## config.mk

```make
export PLATFORM = sky130hd
export DESIGN_NAME = des_key_schedule_flat
export DESIGN_NICKNAME = d
export VERILOG_FILES = /design/src/rtl/des_key_schedule_if.sv /design/src/rtl/des_key_schedule.sv /design/src/flat_wrapper.sv
export SDC_FILE = /design/constraint.sdc
export NUM_CORES = 1
export LEC_CHECK = 0
export CAP_MARGIN = 10
export CORE_UTILIZATION = 42
export CTS_CLUSTER_SIZE = 14
export DETAILED_ROUTE_END_ITERATION = 10
export GPL_TIMING_DRIVEN = 0
export HOLD_SLACK_MARGIN = 0.06
export PLACE_DENSITY = 0.73
export SLEW_MARGIN = 5
export SYNTH_ARGS = -nofsm -noshare
export SYNTH_HDL_FRONTEND = slang
export SYNTH_SLANG_ARGS = --single-unit
```

## constraint.sdc

```tcl
create_clock -name clk -period 2.47 [get_ports clk]
set_input_delay 0.494 -clock clk [delete_from_list [all_inputs] [get_ports clk]]
set_output_delay 0.494 -clock clk [all_outputs]
set_load 0.03 [all_outputs]
```

## src/rtl/des_key_schedule_if.sv

```systemverilog
// Handshake bundle between a key source, the DES key schedule and the round datapath.
// The slave modport is the schedule itself; the master modport drives keys and consumes subkeys.
interface des_key_schedule_if;
  logic [63:0] key_in;
  logic        decrypt;
  logic        key_load;
  logic        idle;
  logic        subkey_valid;
  logic        subkey_ready;
  logic [47:0] subkey;
  logic [3:0]  round;
  logic        last;

  modport master (
    output key_in, decrypt, key_load, subkey_ready,
    input  idle, subkey_valid, subkey, round, last
  );

  modport slave (
    input  key_in, decrypt, key_load, subkey_ready,
    output idle, subkey_valid, subkey, round, last
  );
endinterface

```

## src/rtl/des_key_schedule.sv

```systemverilog
// Iterative DES key schedule: streams K1..K16 (or K16..K1) from rotating C/D halves,
// one subkey per valid/ready handshake, with no subkey storage.
module des_key_schedule (
  input logic             clk,
  input logic             rst,
  des_key_schedule_if.slave bus
);
  typedef enum logic [0:0] {StIdle, StRound} state_e;

  state_e      state_q, state_d;
  logic [27:0] c_q, c_d, d_q, d_d;
  logic [3:0]  round_q, round_d;
  logic        mode_q, mode_d;

  logic [63:0] k;
  logic [27:0] c0, d0;
  logic [55:0] cd;
  logic        fire;
  logic        single_shift;
  logic        unused_parity;

  function automatic logic [27:0] rotl(input logic [27:0] x, input logic two);
    return two ? {x[25:0], x[27:26]} : {x[26:0], x[27]};
  endfunction

  function automatic logic [27:0] rotr(input logic [27:0] x, input logic two);
    return two ? {x[1:0], x[27:2]} : {x[0], x[27:1]};
  endfunction

  assign k = bus.key_in;
  assign unused_parity = ^{k[56], k[48], k[40], k[32], k[24], k[16], k[8], k[0]};

  // PC-1: DES key bit n lives at k[64-n]
  assign c0 = {k[7],  k[15], k[23], k[31], k[39], k[47], k[55], k[63],
               k[6],  k[14], k[22], k[30], k[38], k[46], k[54], k[62],
               k[5],  k[13], k[21], k[29], k[37], k[45], k[53], k[61],
               k[4],  k[12], k[20], k[28]};
  assign d0 = {k[1],  k[9],  k[17], k[25], k[33], k[41], k[49], k[57],
               k[2],  k[10], k[18], k[26], k[34], k[42], k[50], k[58],
               k[3],  k[11], k[19], k[27], k[35], k[43], k[51], k[59],
               k[36], k[44], k[52], k[60]};

  // PC-2: C/D bit n lives at cd[56-n]
  assign cd = {c_q, d_q};
  assign bus.subkey = {cd[42], cd[39], cd[45], cd[32], cd[55], cd[51], cd[53], cd[28],
                       cd[41], cd[50], cd[35], cd[46], cd[33], cd[37], cd[44], cd[52],
                       cd[30], cd[48], cd[40], cd[49], cd[29], cd[36], cd[43], cd[54],
                       cd[15], cd[4],  cd[25], cd[19], cd[9],  cd[1],  cd[26], cd[16],
                       cd[5],  cd[11], cd[23], cd[8],  cd[12], cd[7],  cd[17], cd[0],
                       cd[22], cd[3],  cd[10], cd[14], cd[6],  cd[20], cd[27], cd[24]};

  assign bus.idle         = (state_q == StIdle);
  assign bus.subkey_valid = (state_q == StRound);
  assign bus.round        = round_q;
  assign bus.last         = (state_q == StRound) && (round_q == 4'd15);

  assign fire = (state_q == StRound) && bus.subkey_ready;
  // Leaving deliveries 1, 8 and 15 shifts by one; the pattern is the same in both directions
  assign single_shift = (round_q == 4'd0) || (round_q == 4'd7) || (round_q == 4'd14);

  always_comb begin
    state_d = state_q;
    c_d     = c_q;
    d_d     = d_q;
    round_d = round_q;
    mode_d  = mode_q;
    case (state_q)
      StIdle: begin
        if (bus.key_load) begin
          mode_d  = bus.decrypt;
          // C16/D16 equal C0/D0, so decryption starts unrotated
          c_d     = bus.decrypt ? c0 : rotl(c0, 1'b0);
          d_d     = bus.decrypt ? d0 : rotl(d0, 1'b0);
          round_d = 4'd0;
          state_d = StRound;
        end
      end
      StRound: begin
        if (fire) begin
          if (round_q == 4'd15) begin
            state_d = StIdle;
            round_d = 4'd0;
          end else begin
            round_d = round_q + 4'd1;
            c_d     = mode_q ? rotr(c_q, !single_shift) : rotl(c_q, !single_shift);
            d_d     = mode_q ? rotr(d_q, !single_shift) : rotl(d_q, !single_shift);
          end
        end
      end
      default: state_d = StIdle;
    endcase
  end

  always_ff @(posedge clk) begin
    if (rst) begin
      state_q <= StIdle;
      c_q     <= '0;
      d_q     <= '0;
      round_q <= '0;
      mode_q  <= 1'b0;
    end else begin
      state_q <= state_d;
      c_q     <= c_d;
      d_q     <= d_d;
      round_q <= round_d;
      mode_q  <= mode_d;
    end
  end
endmodule

```

## src/flat_wrapper.sv

```systemverilog
// flat-port wrapper written by rule: the top's interface ports become plain ports
module des_key_schedule_flat 
  (clk, rst, bus_key_in, bus_decrypt, bus_key_load, bus_subkey_ready, bus_idle, bus_subkey_valid, bus_subkey, bus_round, bus_last);
  des_key_schedule_if bus_i ();
  input logic clk;
  input logic rst;
  input wire logic [$bits(bus_i.key_in)-1:0] bus_key_in;
  input wire logic [$bits(bus_i.decrypt)-1:0] bus_decrypt;
  input wire logic [$bits(bus_i.key_load)-1:0] bus_key_load;
  input wire logic [$bits(bus_i.subkey_ready)-1:0] bus_subkey_ready;
  output wire logic [$bits(bus_i.idle)-1:0] bus_idle;
  output wire logic [$bits(bus_i.subkey_valid)-1:0] bus_subkey_valid;
  output wire logic [$bits(bus_i.subkey)-1:0] bus_subkey;
  output wire logic [$bits(bus_i.round)-1:0] bus_round;
  output wire logic [$bits(bus_i.last)-1:0] bus_last;
  assign bus_i.key_in = bus_key_in;
  assign bus_i.decrypt = bus_decrypt;
  assign bus_i.key_load = bus_key_load;
  assign bus_i.subkey_ready = bus_subkey_ready;
  assign bus_idle = bus_i.idle;
  assign bus_subkey_valid = bus_i.subkey_valid;
  assign bus_subkey = bus_i.subkey;
  assign bus_round = bus_i.round;
  assign bus_last = bus_i.last;
  des_key_schedule u_core (.clk(clk), .rst(rst), .bus(bus_i));
endmodule
```

## Word-level counts from Yosys, hierarchy flattened

Cells that the tools add are included.

- Register bits: 62
- Output and inout port bits: 55
- Word-level logic and storage cells: 45
- Bits of input ports: 69

- Bitwise gates (word level): 1
- Multiplexer cells: 24
- $add $sub $neg: 1
- Equality and inequality tests: 6
- Reduce and logical (&&, ||, !) cells: 8

Operators by type and width:

| cell | count |
|---|---|
| 2-to-1 mux 28 bit | 14 |
| case mux 28 bit (2 select lines) | 2 |
| 2-to-1 mux 4 bit | 3 |
| equality test 4 bit (second input constant) | 2 |
| case mux 4 bit (2 select lines) | 1 |
| != test 2 bit (second input constant) | 3 |
| adder 4 x 1 -> 4 bit (second input constant) | 1 |
| equality test 4 x 3 -> 1 bit (second input constant) | 1 |
| logical NOT 4 bit | 1 |
| AND reduction 2 bit | 2 |
| 2-to-1 mux 1 bit | 3 |
| AND reduction 3 bit | 1 |
| logical AND 1 bit | 2 |
| logical OR 1 bit | 2 |
| case mux 1 bit (2 select lines) | 1 |
| NOT 1 bit | 1 |

## Depth between registers and ports, before layout

- Depth in word-level cells: 8
- Gate-level depth with buffers: 9
- Depth with buffers taken out: 7

## Worst setup path after synthesis

OpenSTA, ideal clock, no wires.

- Path kind: register to register
- Start: register u_core.round_q[1], in the netlist u_core.bus.round[1]
- End: register u_core.d_q[3]
- Cell stages (with the launch flop): 8
- Slack: 0.155 ns
- Path buffers: 1
- Library setup time: 0.132 ns
- Data arrival time: 2.183 ns
- Clock period less this slack: 2.315 ns
- Data required time: 2.338 ns
- Cell sequence: dfxtp_1 -> ha_1 -> mux2i_4 -> o21ai_4 -> buf_6 -> mux4_2 -> o21ai_1 -> a21oi_1

- Cells in the longest elaborated chain, start to end: 8
- Elaborated cells on any way between the ends: 14
- Those cells by class: eq/ne (4); mux (6); reduce/logical (4)

Ends and longest elaborated chain:

| what | line | source |
|---|---|---|
| from (decl) | des_key_schedule.sv:12 | `logic [3:0] round_q, round_d;` |
| from (signal assigned) | des_key_schedule.sv:105 | `round_q <= round_d;` |
| equality test 4 x 3 -> 1 bit / logical NOT 4 bit (equally long branches) | des_key_schedule.sv:59 | `assign single_shift = (round_q == 4'd0) \|\| (round_q == 4'd7) \|\| (round_q == 4'd14);` |
| logical OR 1 bit (2 in series) | des_key_schedule.sv:59 |  |
| 2-to-1 mux 28 bit (on tied branches) | des_key_schedule.sv:23, des_key_schedule.sv:27 |  |
| 2-to-1 mux 28 bit | des_key_schedule.sv:86 | `d_d = mode_q ? rotr(d_q, !single_shift) : rotl(d_q, !single_shift);` |
| 2-to-1 mux 28 bit | des_key_schedule.sv:80 | `if (round_q == 4'd15) begin` |
| 2-to-1 mux 28 bit | des_key_schedule.sv:79 | `if (fire) begin` |
| case mux 28 bit (2 select lines) | des_key_schedule.sv:67 | `case (state_q)` |
| to (signal assigned) | des_key_schedule.sv:98 | `d_q <= '0;` |
| to (signal assigned) | des_key_schedule.sv:104 | `d_q <= d_d;` |
| to (decl) | des_key_schedule.sv:11 | `logic [27:0] c_q, c_d, d_q, d_d;` |

Parallel ways exist; a longest one is shown, timed or not. The select of a mux whose other input is x is not followed.
A chain may end at the register's enable or synchronous reset.

## Worst setup path after layout

- Start: register u_core.round_q[0], in the netlist u_core.bus.round[0]
- End: register u_core.d_q[8]

Same word-level chain as after synthesis.

==> summary.md <==
| Metric | Value |
|---|---|
| Status | complete, no violations |
| Post-synthesis register bit count | 62 |
| Most used DFF post-synth | dfxtp_1 |
| Hold path cells | 2 |
| Commonest non-fill, non-tap cell in the layout | clkdlybuf4s50_1 |
| Worst Tran Pin Value | around 0.86 ns |
| Max H-tree Level | 3 |
| Iter 0 DRT Violations | approximately 770 |
| Die ar. | approximately 14000 µm² |
| WS Path Type | reg -> reg |
| Synth cell types | 52 |
| Max-cap viol count | 0 |
| DRC | 0 |
| Hpwl dp | ~15000 µm |
| DRT antenna net count | 0 |
| Number of diodes | 0 |
| Post-Route Hold Slack | ~0.5 ns |
| PortBufs | between 100 and 150 |
| Max Freq | approximately 410 MHz |
| Critical R2R Launch | u_core.bus.round[0] |
| Post-synth ARST share | 0% |
| Post-synth EDFFs | 0 |
| Die W | about 120 µm |
| Critical R2R Capture | u_core.d_q[8] |
| DR pass1 iterations | 8 |
| Gr ovfl total | 0 |
| Via count | roughly 6500 |
| Num CTS Buffers | 9 |
| TritonCTS clock tree | done |
| Cell area after synthesis | between 5000 and 6000 µm² |
| Initial cell density of the core | a little over two fifths |
| Req. time, crit path | approximately 2.7 ns |
| Syn Area/Cell | 8.33 µm² |
| Worst hold path type | reg -> reg |
| Slowest stage cell on the critical path | a2111oi_1 |
| Ports | around 120 |
| NetSw | around 1.4 mW |
| Hold_sp | u_core.c_q[19] |
| Crit share post-route | between 90% and 100% |
| Period minus WS final | 2.41 ns |
| Final clock skew | just over 0.01 ns |
| Post-CTS Hold Buffers | 0 |
| Core box area | about 13000 µm² |
| Post-synth net total | 772 |
| Gr usage total | between 20% and 30% |
| Commonest non-fill, non-tap cells in the layout | 111 x clkdlybuf4s50_1, 99 x mux2i_1, 69 x a21oi_1 |
| CP peak stage delay | approximately 0.49 ns |
| Crit path capture type | register |
| Root Driver | clkbuf_16 |
| Hold Vio Cnt, Final | 0 |
| Core Util, Final | a little under three fifths |
| Nets | between 900 and 1000 |
| R2R cell count | 9 |
| Skew-Pair Late Insertion Delay | between 0.3 and 0.4 ns |
| CP cell instances | inv_1 > ha_1 > mux2_4 > buf_6 > buf_2 > a21oi_1 > a211oi_1 > a2111oi_1 > a2111oi_1 |
| Arr. time, crit path | around 2.6 ns |
| Max-slew violations | 0 |
| Peak supply drop | 283 µV |
| Initial antenna violation count | 0 |
| Vias per Instance | around 6.4 |
| Reg clk slew, reported paths | ~0.060 ns |
| Clock net sink count | 62 |
| First-pass GRT wire length | about 32000 µm |
| # setup viols final | 0 |
| Share of cells above drive strength 1 | 17.2% |
| Crit path max fanout | 10 |
| Final wirelength | around 20000 µm |
| Clock buffer depth | 2 |
| FP Rows | 42 |
| Clk pwr share | a little over a third |
| Gate Count Post-Synth | 700 |
| R2R Setup Slk | 0.06 ns |
| Die Ht | 120 µm |
| P_int | 2.62 mW |
| Largest net degree at the start of global routing | 11 |
| Combinational power share | approximately 33% |
| WHS Endpoint | u_core.c_q[19] |
| Switch share | about 34% |
| Sequential share of power | between 30% and 40% |
| Worst slew margin | between 40% and 50% |
| RSZ-0062 raised after global routing | false |
| Post-synthesis sequential area ratio | between 20% and 30% |
| Most used cell, CP | a2111oi_1 |
| Static leakage | approximately 2.8 nW |
| Drt wl/cell | around 20 µm |
| Crit path launch type | register |
| Vias in the first global route | roughly 6000 |
| Area Overhead vs Synth | 31.0% |
| Syn. warnings | 0 |
| Routability Congestion | 0.903 |
| Pwr Density | about 520 nW/µm² |
## critical path, delay by kind of cell, from the launching register on
kind	cells	cell delay [ns]
buf+inv	3	0.42
compound gates	4	0.88
fa+ha+maj	1	0.26
mux	1	0.29
flops	1	0.43
## final cells by class
class	instances	area (µm²)
timing repair buffer	122	1210
buffer	123	743
multi-input combinational	508	3870
clock buffer	13	280
tap	176	220
inverter	8	30.0
sequential	62	1240
fill	1227	5770
clock inverter	3	40.0
## cells by family after synthesis
family	count (synthesis)	share of synthesized area, %
AOI/OAI and AO/OA	262	31.6
and+or+nand+nor	126	10.2
buffers and inverters	131	13.0
adders and majority gates	3	0.644
muxes	116	23.3
DFF	62	21.3
## how the worst max path moves through the flow
stage | startpoint | endpoint | slack, ns | cells past startpoint
4_1_cts | u_core.bus.round[0] | u_core.d_q[27] | 0.02 | 7
6_report | u_core.bus.round[0] | u_core.d_q[8] | 0.06 | 9
3_3_place_gp | bus_subkey_ready | u_core.c_q[18] | -0.21 | 7
5_1_grt | u_core.bus.round[0] | u_core.d_q[7] | 0.006 | 9
2_1_floorplan | u_core.bus.round[1] | u_core.d_q[3] | 0.16 | 7
3_5_place_dp | bus_key_load | u_core.mode_q | -0.23 | 6
## sequential cells by signal, summed over array words and instances, names as in the netlist
signal                   flops
u_core.bus.round             4
u_core.bus.subkey_valid      1
u_core.c_q                  28
u_core.d_q                  28
u_core.mode_q                1
## stage by stage
| step | cells | total power [mW] | instance area [µm²] | setup WS, ns | setup TNS, ns |
|---|---|---|---|---|---|
| floorplan | 700 | 2.09 | 5830 | 0.155 | 0 |
| global placement | 989 | 2.54 | 7180 | -0.207 | -3.98 |
| detailed placement | 989 | 2.56 | 7180 | -0.233 | -6.27 |
| CTS | 1005 | 3.94 | 7500 | 0.0245 | 0 |
| global route | 1015 | 4.13 | 7630 | 0.00645 | 0 |
| finish | 1015 | 3.98 | 7630 | 0.0586 | 0 |
## power by group through the flow
| stage | logic, mW | registers (mW) | clock network (mW) |
|---|---|---|---|
| CTS | 1.28 | 1.27 | 1.39 |
| finish | 1.32 | 1.28 | 1.38 |
| detailed placement | 1.28 | 1.29 | 0 |
| floorplan | 0.864 | 1.23 | 0 |
| global route | 1.40 | 1.29 | 1.43 |
| global placement | 1.25 | 1.28 | 0 |
## routing by layer
metal | track usage (%) | wire length [µm]
met1 | 38.9 | 8650
met2 | 44.8 | 9370
met3 | 4.56 | 1920
met4 | 10.9 | 561
met5 | 0 | 0
## timing repair
item,CTS,global route
endpoints found under the setup margin,2,48
cloned,0,1
hold endpoints to repair,0,0
setup buffers,0,9
pin swaps,0,2
gates resized for setup,3,34
## cells in the mapped netlist, types with 5 or more instances
| library cell | number | area (µm²) |
|---|---|---|
| inv_1 | 8 | 30.0 |
| a21oi_1 | 69 | 345 |
| buf_4 | 49 | 368 |
| dfxtp_1 | 62 | 1240 |
| nand3_1 | 38 | 190 |
| mux4_1 | 7 | 184 |
| buf_6 | 6 | 67.6 |
| nand2_1 | 16 | 60.1 |
| a2111oi_0 | 6 | 52.6 |
| a2111oi_1 | 60 | 601 |
| a211oi_1 | 41 | 308 |
| clkbuf_1 | 36 | 135 |
| buf_2 | 28 | 140 |
| nor3_1 | 6 | 30.0 |
| mux2i_1 | 99 | 991 |
| mux4_2 | 5 | 113 |
| o21ai_0 | 59 | 295 |
| nor2_1 | 46 | 173 |
(Power assumes the default switching activity.)
